$ cat src/rtl/pipe_shifter_alu.sv
// rtl/pipe_shifter_alu.sv - pipelined shift/rotate unit, one registered stage per amount bit
// Rotates (op 100/101) exist only when SHIFTER_ROTATE_EN is defined.
module pipe_shifter_alu #(
    parameter int WIDTH = 32,
    parameter int TAG_W = 4,
    localparam int SHW = $clog2(WIDTH)
) (
    input  logic             clk,
    input  logic             rst_n,
    input  logic             in_valid,
    output logic             in_ready,
    input  logic [WIDTH-1:0] operand,
    input  logic [SHW-1:0]   imm_amt,
    input  logic [SHW-1:0]   var_amt,
    input  logic             var_sel,
    input  logic [2:0]       op,
    input  logic [TAG_W-1:0] in_tag,
    output logic             out_valid,
    input  logic             out_ready,
    output logic [WIDTH-1:0] out_result,
    output logic             out_carry,
    output logic             out_illegal,
    output logic [TAG_W-1:0] out_tag
);

    // Index 0 is the capture register; index k+1 holds the result of shift stage k.
    logic             st_valid   [0:SHW];
    logic [WIDTH-1:0] st_data    [0:SHW];
    logic             st_carry   [0:SHW];
    logic             st_illegal [0:SHW];
    logic [TAG_W-1:0] st_tag     [0:SHW];
    logic [2:0]       st_op      [0:SHW-1];
    logic [SHW-1:0]   st_amt     [0:SHW-1];

    logic             accept;
    logic [SHW-1:0]   amt;
    logic [SHW-1:0]   left_idx;
    logic [SHW-1:0]   right_idx;
    logic             legal;
    logic             cap_carry;
    logic [WIDTH-1:0] cap_data;

    assign out_valid   = st_valid[SHW];
    assign out_result  = st_data[SHW];
    assign out_carry   = st_carry[SHW];
    assign out_illegal = st_illegal[SHW];
    assign out_tag     = st_tag[SHW];
    assign in_ready    = !out_valid || out_ready;
    assign accept      = in_valid && in_ready;

    function automatic logic [WIDTH-1:0] stage_shift(input logic [WIDTH-1:0] d,
                                                     input logic [2:0] o,
                                                     input int k);
        int n;
        logic [WIDTH-1:0] r;
        n = 1 << k;
        r = d;
        case (o)
            3'b000:  r = d << n;
            3'b001:  r = d >> n;
            3'b011:  r = $unsigned($signed(d) >>> n);
`ifdef SHIFTER_ROTATE_EN
            3'b100:  r = (d << n) | (d >> (WIDTH - n));
            3'b101:  r = (d >> n) | (d << (WIDTH - n));
`endif
            default: r = d;
        endcase
        return r;
    endfunction

    // Carry is resolved from the unshifted operand: ROL's result[0] equals SLL's
    // outgoing bit, ROR's result[MSB] equals SRL's, so only two indices are needed.
    always_comb begin
        amt       = var_sel ? var_amt : imm_amt;
        left_idx  = SHW'(0) - amt;
        right_idx = amt - SHW'(1);
        legal     = 1'b0;
        cap_carry = 1'b0;
        case (op)
            3'b000: begin legal = 1'b1; cap_carry = operand[left_idx];  end
            3'b001: begin legal = 1'b1; cap_carry = operand[right_idx]; end
            3'b011: begin legal = 1'b1; cap_carry = operand[right_idx]; end
`ifdef SHIFTER_ROTATE_EN
            3'b100: begin legal = 1'b1; cap_carry = operand[left_idx];  end
            3'b101: begin legal = 1'b1; cap_carry = operand[right_idx]; end
`endif
            default: begin legal = 1'b0; cap_carry = 1'b0; end
        endcase
        if (amt == '0) begin
            cap_carry = 1'b0;
        end
        // Illegal ops travel as zero data, which every stage leaves at zero.
        cap_data = legal ? operand : '0;
    end

    always_ff @(posedge clk) begin
        if (!rst_n) begin
            for (int i = 0; i <= SHW; i++) begin
                st_valid[i]   <= 1'b0;
                st_data[i]    <= '0;
                st_carry[i]   <= 1'b0;
                st_illegal[i] <= 1'b0;
                st_tag[i]     <= '0;
            end
            for (int i = 0; i < SHW; i++) begin
                st_op[i]  <= '0;
                st_amt[i] <= '0;
            end
        end else if (in_ready) begin
            st_valid[0] <= in_valid;
            if (accept) begin
                st_data[0]    <= cap_data;
                st_carry[0]   <= cap_carry;
                st_illegal[0] <= !legal;
                st_tag[0]     <= in_tag;
                st_op[0]      <= op;
                st_amt[0]     <= amt;
            end
            for (int k = 0; k < SHW; k++) begin
                st_valid[k+1]   <= st_valid[k];
                st_carry[k+1]   <= st_carry[k];
                st_illegal[k+1] <= st_illegal[k];
                st_tag[k+1]     <= st_tag[k];
                st_data[k+1]    <= st_amt[k][k] ? stage_shift(st_data[k], st_op[k], k)
                                                : st_data[k];
            end
            for (int k = 0; k < SHW - 1; k++) begin
                st_op[k+1]  <= st_op[k];
                st_amt[k+1] <= st_amt[k];
            end
        end
    end

endmodule

$ cat config.mk
export PLATFORM = sky130hd
export DESIGN_NAME = pipe_shifter_alu
export DESIGN_NICKNAME = d
export VERILOG_FILES = /design/src/rtl/pipe_shifter_alu.sv
export SDC_FILE = /design/constraint.sdc
export NUM_CORES = 1
export LEC_CHECK = 0
export ABC_CLOCK_PERIOD_IN_PS = 18600
export BUFFER_PORTS_ARGS = -buffer_cell sky130_fd_sc_hd__buf_4
export CORE_MARGIN = 4
export CORE_UTILIZATION = 50
export CTS_BUF_LIST = sky130_fd_sc_hd__clkbuf_16
export DETAILED_ROUTE_END_ITERATION = 10
export PLACE_DENSITY = 0.77
export REMOVE_ABC_BUFFERS = 1
export SLEW_MARGIN = 20
export SYNTH_ARGS = -nofsm -noshare
export SYNTH_HDL_FRONTEND = slang
export SYNTH_SLANG_ARGS = --single-unit
$ cat constraint.sdc
create_clock -name clk -period 18.6 [get_ports clk]
set_clock_uncertainty 0.1 [all_clocks]
set_input_delay 3.72 -clock clk [delete_from_list [all_inputs] [get_ports clk]]
set_output_delay 3.72 -clock clk [all_outputs]
set_load 0.01 [all_outputs]
* After elaboration in Yosys (flattened, before gate mapping)
Memory sizes are Yosys's and may differ from the RTL's.
Index checks and enable logic that the tools add are counted.
** Cells by class
- $add $sub $neg :: 2
- $lt $le $gt $ge :: 2
- Eq/ne operators :: 12
- Multiplexer cells :: 77
- Bitwise operators :: 40
- Reductions and logical operators :: 13
** Operators by type and width (count)
- 32-bit two-way mux :: 22
- 32-bit one-hot mux with 3 select lines :: 5
- 1-bit OR :: 40
- 1-bit two-way mux :: 30
- 5-bit two-way mux :: 6
- 4-bit two-way mux :: 6
- 3-bit by 1-bit == test with 1-bit output (second input constant) :: 6
- 3-bit by 2-bit == test with 1-bit output (second input constant) :: 6
- 3-bit logical NOT :: 6
- 3-bit two-way mux :: 5
- 5-bit by 6-bit less-than comparator with 1-bit output (second input constant) :: 2
- 1-bit binary-select mux with 5-bit select :: 2
- 5-bit logical NOT :: 1
- 1-bit by 5-bit subtractor with 5-bit output (first input constant) :: 1
- 5-bit by 1-bit subtractor with 5-bit output (second input constant) :: 1
- 3-bit OR reduction :: 1
- 1-bit logical NOT :: 2
- 1-bit one-hot mux with 2 select lines :: 1
- 2-bit OR reduction :: 1
- 1-bit logical AND :: 1
- 1-bit logical OR :: 1
** Word-level totals
- Register bits after elaboration :: 0
- Memory bits (writable) :: 274
- Bits of input ports :: 54
- Output and inout port bits :: 40
- Word-level logic and storage cells :: 153
- Memories :: 7
** Memories
- st_data :: words 6, width 32, read ports 6, clocked after memory_dff 0, write ports 6, RTL line 28 : logic [WIDTH-1:0] st_data [0:SHW];
- st_amt :: words 5, width 5, read ports 5, clocked after memory_dff 0, write ports 5, RTL line 33 : logic [SHW-1:0] st_amt [0:SHW-1];
- st_tag :: words 6, width 4, read ports 6, clocked after memory_dff 0, write ports 6, RTL line 31 : logic [TAG_W-1:0] st_tag [0:SHW];
- st_op :: words 5, width 3, read ports 5, clocked after memory_dff 0, write ports 5, RTL line 32 : logic [2:0] st_op [0:SHW-1];
- st_carry :: words 6, width 1, read ports 6, clocked after memory_dff 0, write ports 6, RTL line 29 : logic st_carry [0:SHW];
- st_illegal :: words 6, width 1, read ports 6, clocked after memory_dff 0, write ports 6, RTL line 30 : logic st_illegal [0:SHW];
- +1 memories

* Logic depth before layout (Yosys ltp)
- Depth after elaboration :: 8
- Gate-level depth with buffers :: 12
- Mapped depth without buffers :: 9

* Least setup slack after synthesis
No wires, ideal clock.
- Kind :: input port to flip-flop
- From :: input rst_n
- To :: memory st_carry[1][0] (netlist: st_carry[0][1]) (enable)
- Library setup time :: 2032 ps
- Arrival :: 8510 ps
- Data required time :: 16468 ps
- Setup slack :: 7958 ps
- Stages on the path :: 3
- Path buffers :: 2
- Cell sequence :: clkbuf_1 -> clkbuf_1 -> nand3b_1
** RTL lines
- from (decl) :: RTL line 9 : input logic rst_n,
- to (decl) :: RTL line 29

* Final worst setup path
- From :: input out_ready
- To :: output in_ready
** Between the ends
- Longest elaborated chain between the ends :: 1
** RTL lines
- from (decl) :: RTL line 19 : input logic out_ready,
- 1-bit logical OR :: RTL line 48 : assign in_ready = !out_valid || out_ready;
- to (decl) :: RTL line 11 : output logic in_ready,
No other way between the ends.

==> results.py <==
metrics = {
    "power": {
        "power_density_nw_per_um2": 90.5,
        "net-switching-power_uw": 292,
        "irDropWorstVdd_uv": 71.8,
        "cellLeakagePower_nw": 5.94,
        "finalPower_mw": 1.33,
        "combinationalPowerShare_pct": 9.5,
        "sequentialPowerShare_pct": 52.6,
        "cell_internal_pwr_mw": 1.04,
        "clock_power_share_pct": 38.0,
        "netSwitchingFraction_pct": 21.9,
    },
    "sta": {
        "tightest_slew_ps": 1130,
        "clock.fmax_mhz": 119,
        "fin_worst_hold_slack_ps": 448,
        "final.setup.tns_ps": 0,
        "relSlewSlack_pct": 23.9,
        "finalWorstPathRequiredPeriod_ps": 8380,
        "setup_slack_ps": 10220,
        "setup_viol": 0,
        "rsz_0062_raised_after_global_routing": "false",
        "report.final.hold_viol_count": 0,
        "fin_crit_sh_pct": 45.0,
        "drv_slew": 0,
    },
    "setup_path": {
        "cp_top_family": "buffers and inverters",
        "worst-setup-path-type": "in2out",
        "r2r_setup_slack_ps": 15670,
        "critical_r2r_capture": "st_data[0][94]",
        "endpoint_of_the_worst_setup_timing_path": "in_ready",
        "worst-path-stages": 4,
        "r2r.worst_path.cells": 3,
        "critical_path.n_buffers_inverters": 3,
        "worst_ep_required_time_ps": 14780,
        "worst_path_most_repeated_cell": "sky130_fd_sc_hd__buf_4",
        "timing.critical_path.fanout_max": 61,
        "timing.critical_path.from_type": "input port",
        "timing.critical_path.from": "out_ready",
        "timing.critical_path.cells": "buf_4, nand2b_2, buf_4, buf_4",
        "timing.critical_path.arrival_ps": 4560,
        "slowest_delay_ps": 430,
        "startpoint_of_the_most_critical_register_to_register_path": "st_amt[0][6]",
        "crit_path_top_delay_cell": "sky130_fd_sc_hd__buf_4",
        "cp-end-kind": "primary output",
    },
    "layout": {
        "fin_nets": 1194,
        "post-route-util_pct": 56.4,
        "fillerInstances": 2151,
        "antenna_cells_inserted": 0,
        "drive_gt1_share_pct": 14.5,
        "synthToLayoutAreaGrowth_pct": 10.8,
    },
    "synthesis": {
        "top_flip_flop_cell_by_instance_count_after_synthesis": "sky130_fd_sc_hd__edfxtp_1",
        "post_synth_instance_area_sq_um": 13300,
        "synth.distinct_cells": 55,
        "synth_sequential_area_ratio_pct": 59.7,
        "synth_warnings": 0,
        "netlist_instances": 1134,
        "share_of_synthesized_flip_flops_with_an_asynchronous_set_or_reset_pct": 0,
        "mean_area_per_synthesized_cell_sq_um": 11.7,
        "synth_enable_flop_cells": 264,
        "synth_seq_cells": 264,
    },
    "clock_tree": {
        "cts_resized": 0,
        "worst_setup_hold_path_clk_slew_ps": 60,
        "numCtsBuffers": 26,
        "cts_tree": "yes",
        "cts.sinks": 264,
        "library_cell_used_as_clock_root_buffer": "sky130_fd_sc_hd__clkbuf_16",
        "cts.htree.levels": 1,
        "worst_skew_pair.late_latency_ps": 520,
        "post-cts-setup-buffer-count": 0,
        "cts.hold.buffers_added": 0,
        "clock_tree.buffer_depth": 3,
    },
    "status": {
        "status": "finished, final reports clean",
    },
    "floorplanning": {
        "fp.dieArea_sq_um": 29200,
        "initial_core_util_pct": 50.9,
        "placeableCoreArea_sq_um": 26100,
        "die_y_um": 171,
        "top_level_ports": 94,
        "row_count": 59,
        "die_w_um": 171,
    },
    "flow_run": {
        "number_of_maximum_capacitance_violations": 0,
    },
    "global_routing": {
        "grt_remaining_overflow": 0,
        "global_route.usage.total_pct": 15.9,
        "grt_max_degree": 197,
        "grt_antenna_before_repair": 0,
        "via_count_of_the_first_global_routing_pass": 8194,
        "grt_first_pass_wirelength_um": 39500,
    },
    "place": {
        "pre_cts_setup_slack_ps": 10250,
        "dp.final_hpwl_um": 14900,
        "port_buffers": 93,
        "routabilityCongestion": 0.811,
    },
    "drt": {
        "dr_total_vias": 8576,
        "first_iter_violations": 1003,
        "wl_per_cell_um": 15.6,
        "first_pass_iters": 7,
        "routed_wirelength_um": 23200,
        "remaining_routing_drc_violations": 0,
        "via_density_per_instance": 5.76,
        "route.antenna.remaining_nets": 0,
    },
    "hold_path": {
        "min-delay-path-class": "reg2reg",
    },
}
## synthesized netlist by cell type (2+ instances only)
master	number	area, sq um
sky130_fd_sc_hd__a221oi_1	2	17.5
sky130_fd_sc_hd__mux2_2	4	45.0
sky130_fd_sc_hd__a311oi_1	26	228
sky130_fd_sc_hd__edfxtp_1	264	7930
sky130_fd_sc_hd__nor3b_1	2	15.0
sky130_fd_sc_hd__nand3b_1	6	45.0
sky130_fd_sc_hd__mux2i_1	16	160
sky130_fd_sc_hd__and2_1	37	231
sky130_fd_sc_hd__nand2_1	12	45.0
sky130_fd_sc_hd__o21ai_0	60	300
sky130_fd_sc_hd__nor3_1	41	205
sky130_fd_sc_hd__o311ai_1	2	17.5
sky130_fd_sc_hd__a21oi_1	63	315
sky130_fd_sc_hd__mux4_1	3	78.8
sky130_fd_sc_hd__nor2b_1	9	56.3
sky130_fd_sc_hd__a222oi_1	27	270
sky130_fd_sc_hd__a22oi_1	69	518
sky130_fd_sc_hd__a221o_1	2	20.0
sky130_fd_sc_hd__a32oi_1	3	26.3
sky130_fd_sc_hd__and3_1	62	388
sky130_fd_sc_hd__a22o_1	40	350
sky130_fd_sc_hd__mux4_2	9	203
sky130_fd_sc_hd__ha_1	3	37.5
sky130_fd_sc_hd__buf_1	5	18.8
sky130_fd_sc_hd__mux2i_4	2	45.0
sky130_fd_sc_hd__inv_1	38	143
sky130_fd_sc_hd__nand3_1	5	25.0
sky130_fd_sc_hd__nor2_1	167	627
sky130_fd_sc_hd__nand2b_1	6	37.5
sky130_fd_sc_hd__o221ai_1	2	17.5
sky130_fd_sc_hd__xor2_1	3	26.3
sky130_fd_sc_hd__clkbuf_1	86	323
sky130_fd_sc_hd__buf_4	36	270
## cell type report
class	count	area, sq um	area share (%)
clock buffer	27	676	4.60
clock inverter	18	155	1.06
timing repair buffer	107	827	5.63
inverter	39	146	0.996
multi-input combinational	699	4550	31.0
sequential	264	7930	53.9
tap	335	419	2.85
## registers in the layout, summed over array words and instances (netlist names)
signal	count
st_illegal	6
st_carry	6
st_valid	6
st_tag	24
st_amt	15
st_op	15
st_data	192
## layout by cell type (no fill, tap or decap), drive strengths merged, types with 3 or more instances in the layout
cell type / netlist / routed
a21oi: 63 / 63
and2: 38 / 38
a311oi: 26 / 26
bufinv: 0 / 3
mux2: 5 / 5
nor2: 167 / 167
nand3b: 6 / 6
inv: 39 / 42
xor2: 4 / 4
mux2i: 18 / 18
and3: 62 / 62
nand2: 12 / 12
nand2b: 6 / 6
clkbuf: 87 / 27
nand3: 5 / 5
a32oi: 3 / 3
a222oi: 27 / 27
a22o: 40 / 40
nor2b: 9 / 9
buf: 44 / 107
nor3: 41 / 41
a22oi: 69 / 69
clkinv: 0 / 12
o21ai: 61 / 61
edfxtp: 264 / 264
mux4: 12 / 12
ha: 3 / 3
## worst min-delay path by stage
| stage | startpoint | end | slack, ps | cells after the start |
|---|---|---|---|---|
| after global routing | st_tag[0][4] | st_tag[0][8] | 470 | 1 |
| after detailed placement | st_carry[0][1] | st_carry[0][2] | 440 | 1 |
| after global placement | st_tag[0][10] | st_tag[0][14] | 430 | 1 |
| final | st_illegal[0][1] | st_illegal[0][2] | 450 | 1 |
| after floorplan | st_amt[0][7] | st_amt[0][12] | 430 | 1 |
| after CTS | st_valid[0][3] | st_valid[0][4] | 450 | 1 |
## power groups by stage
stage / combinational, mW / clock (mW) / sequential, mW
detailed placement: 0.125 / 0 / 0.711
CTS: 0.126 / 0.517 / 0.699
global route: 0.141 / 0.546 / 0.702
finish: 0.126 / 0.505 / 0.699
floorplan: 0.0832 / 0 / 0.710
global placement: 0.122 / 0 / 0.710
## per-layer routing
metal	global-route usage, %	wire length (um)	share of wire (%)
met2	27.4	11400	49
met5	0	0	0
met4	4.72	425	1.8
met1	21.0	10100	44
met3	2.38	1330	5.7
## per-stage QoR
stage                     instance area [sq um]  cells
after floorplan                           12600   1002
after global placement                    13800   1442
after detailed placement                  13800   1442
after CTS                                 14700   1487
after global routing                      14700   1489
final                                     14700   1489
## worst reg2reg max path, delay by kind of cell (launching register included)
family	cells	cell delay [ps]
DFF	1	930
and+or+nand+nor	1	960
AOI/OAI and AO/OA	2	640
## logic make-up (layout without fill, tap and decap cells)
logic type	after synthesis	after routing	share of synthesized area, %
and+or+nand+nor	350	350	12.8
AOI/OAI and AO/OA	305	305	16.2
DFF	264	264	59.7
buffers and inverters	171	191	6.23
muxes	35	35	4.09
xor gates and xnor gates	6	6	0.679
adders and majority gates	3	3	0.283
No activity file was read; power rests on OpenSTA's default activity.
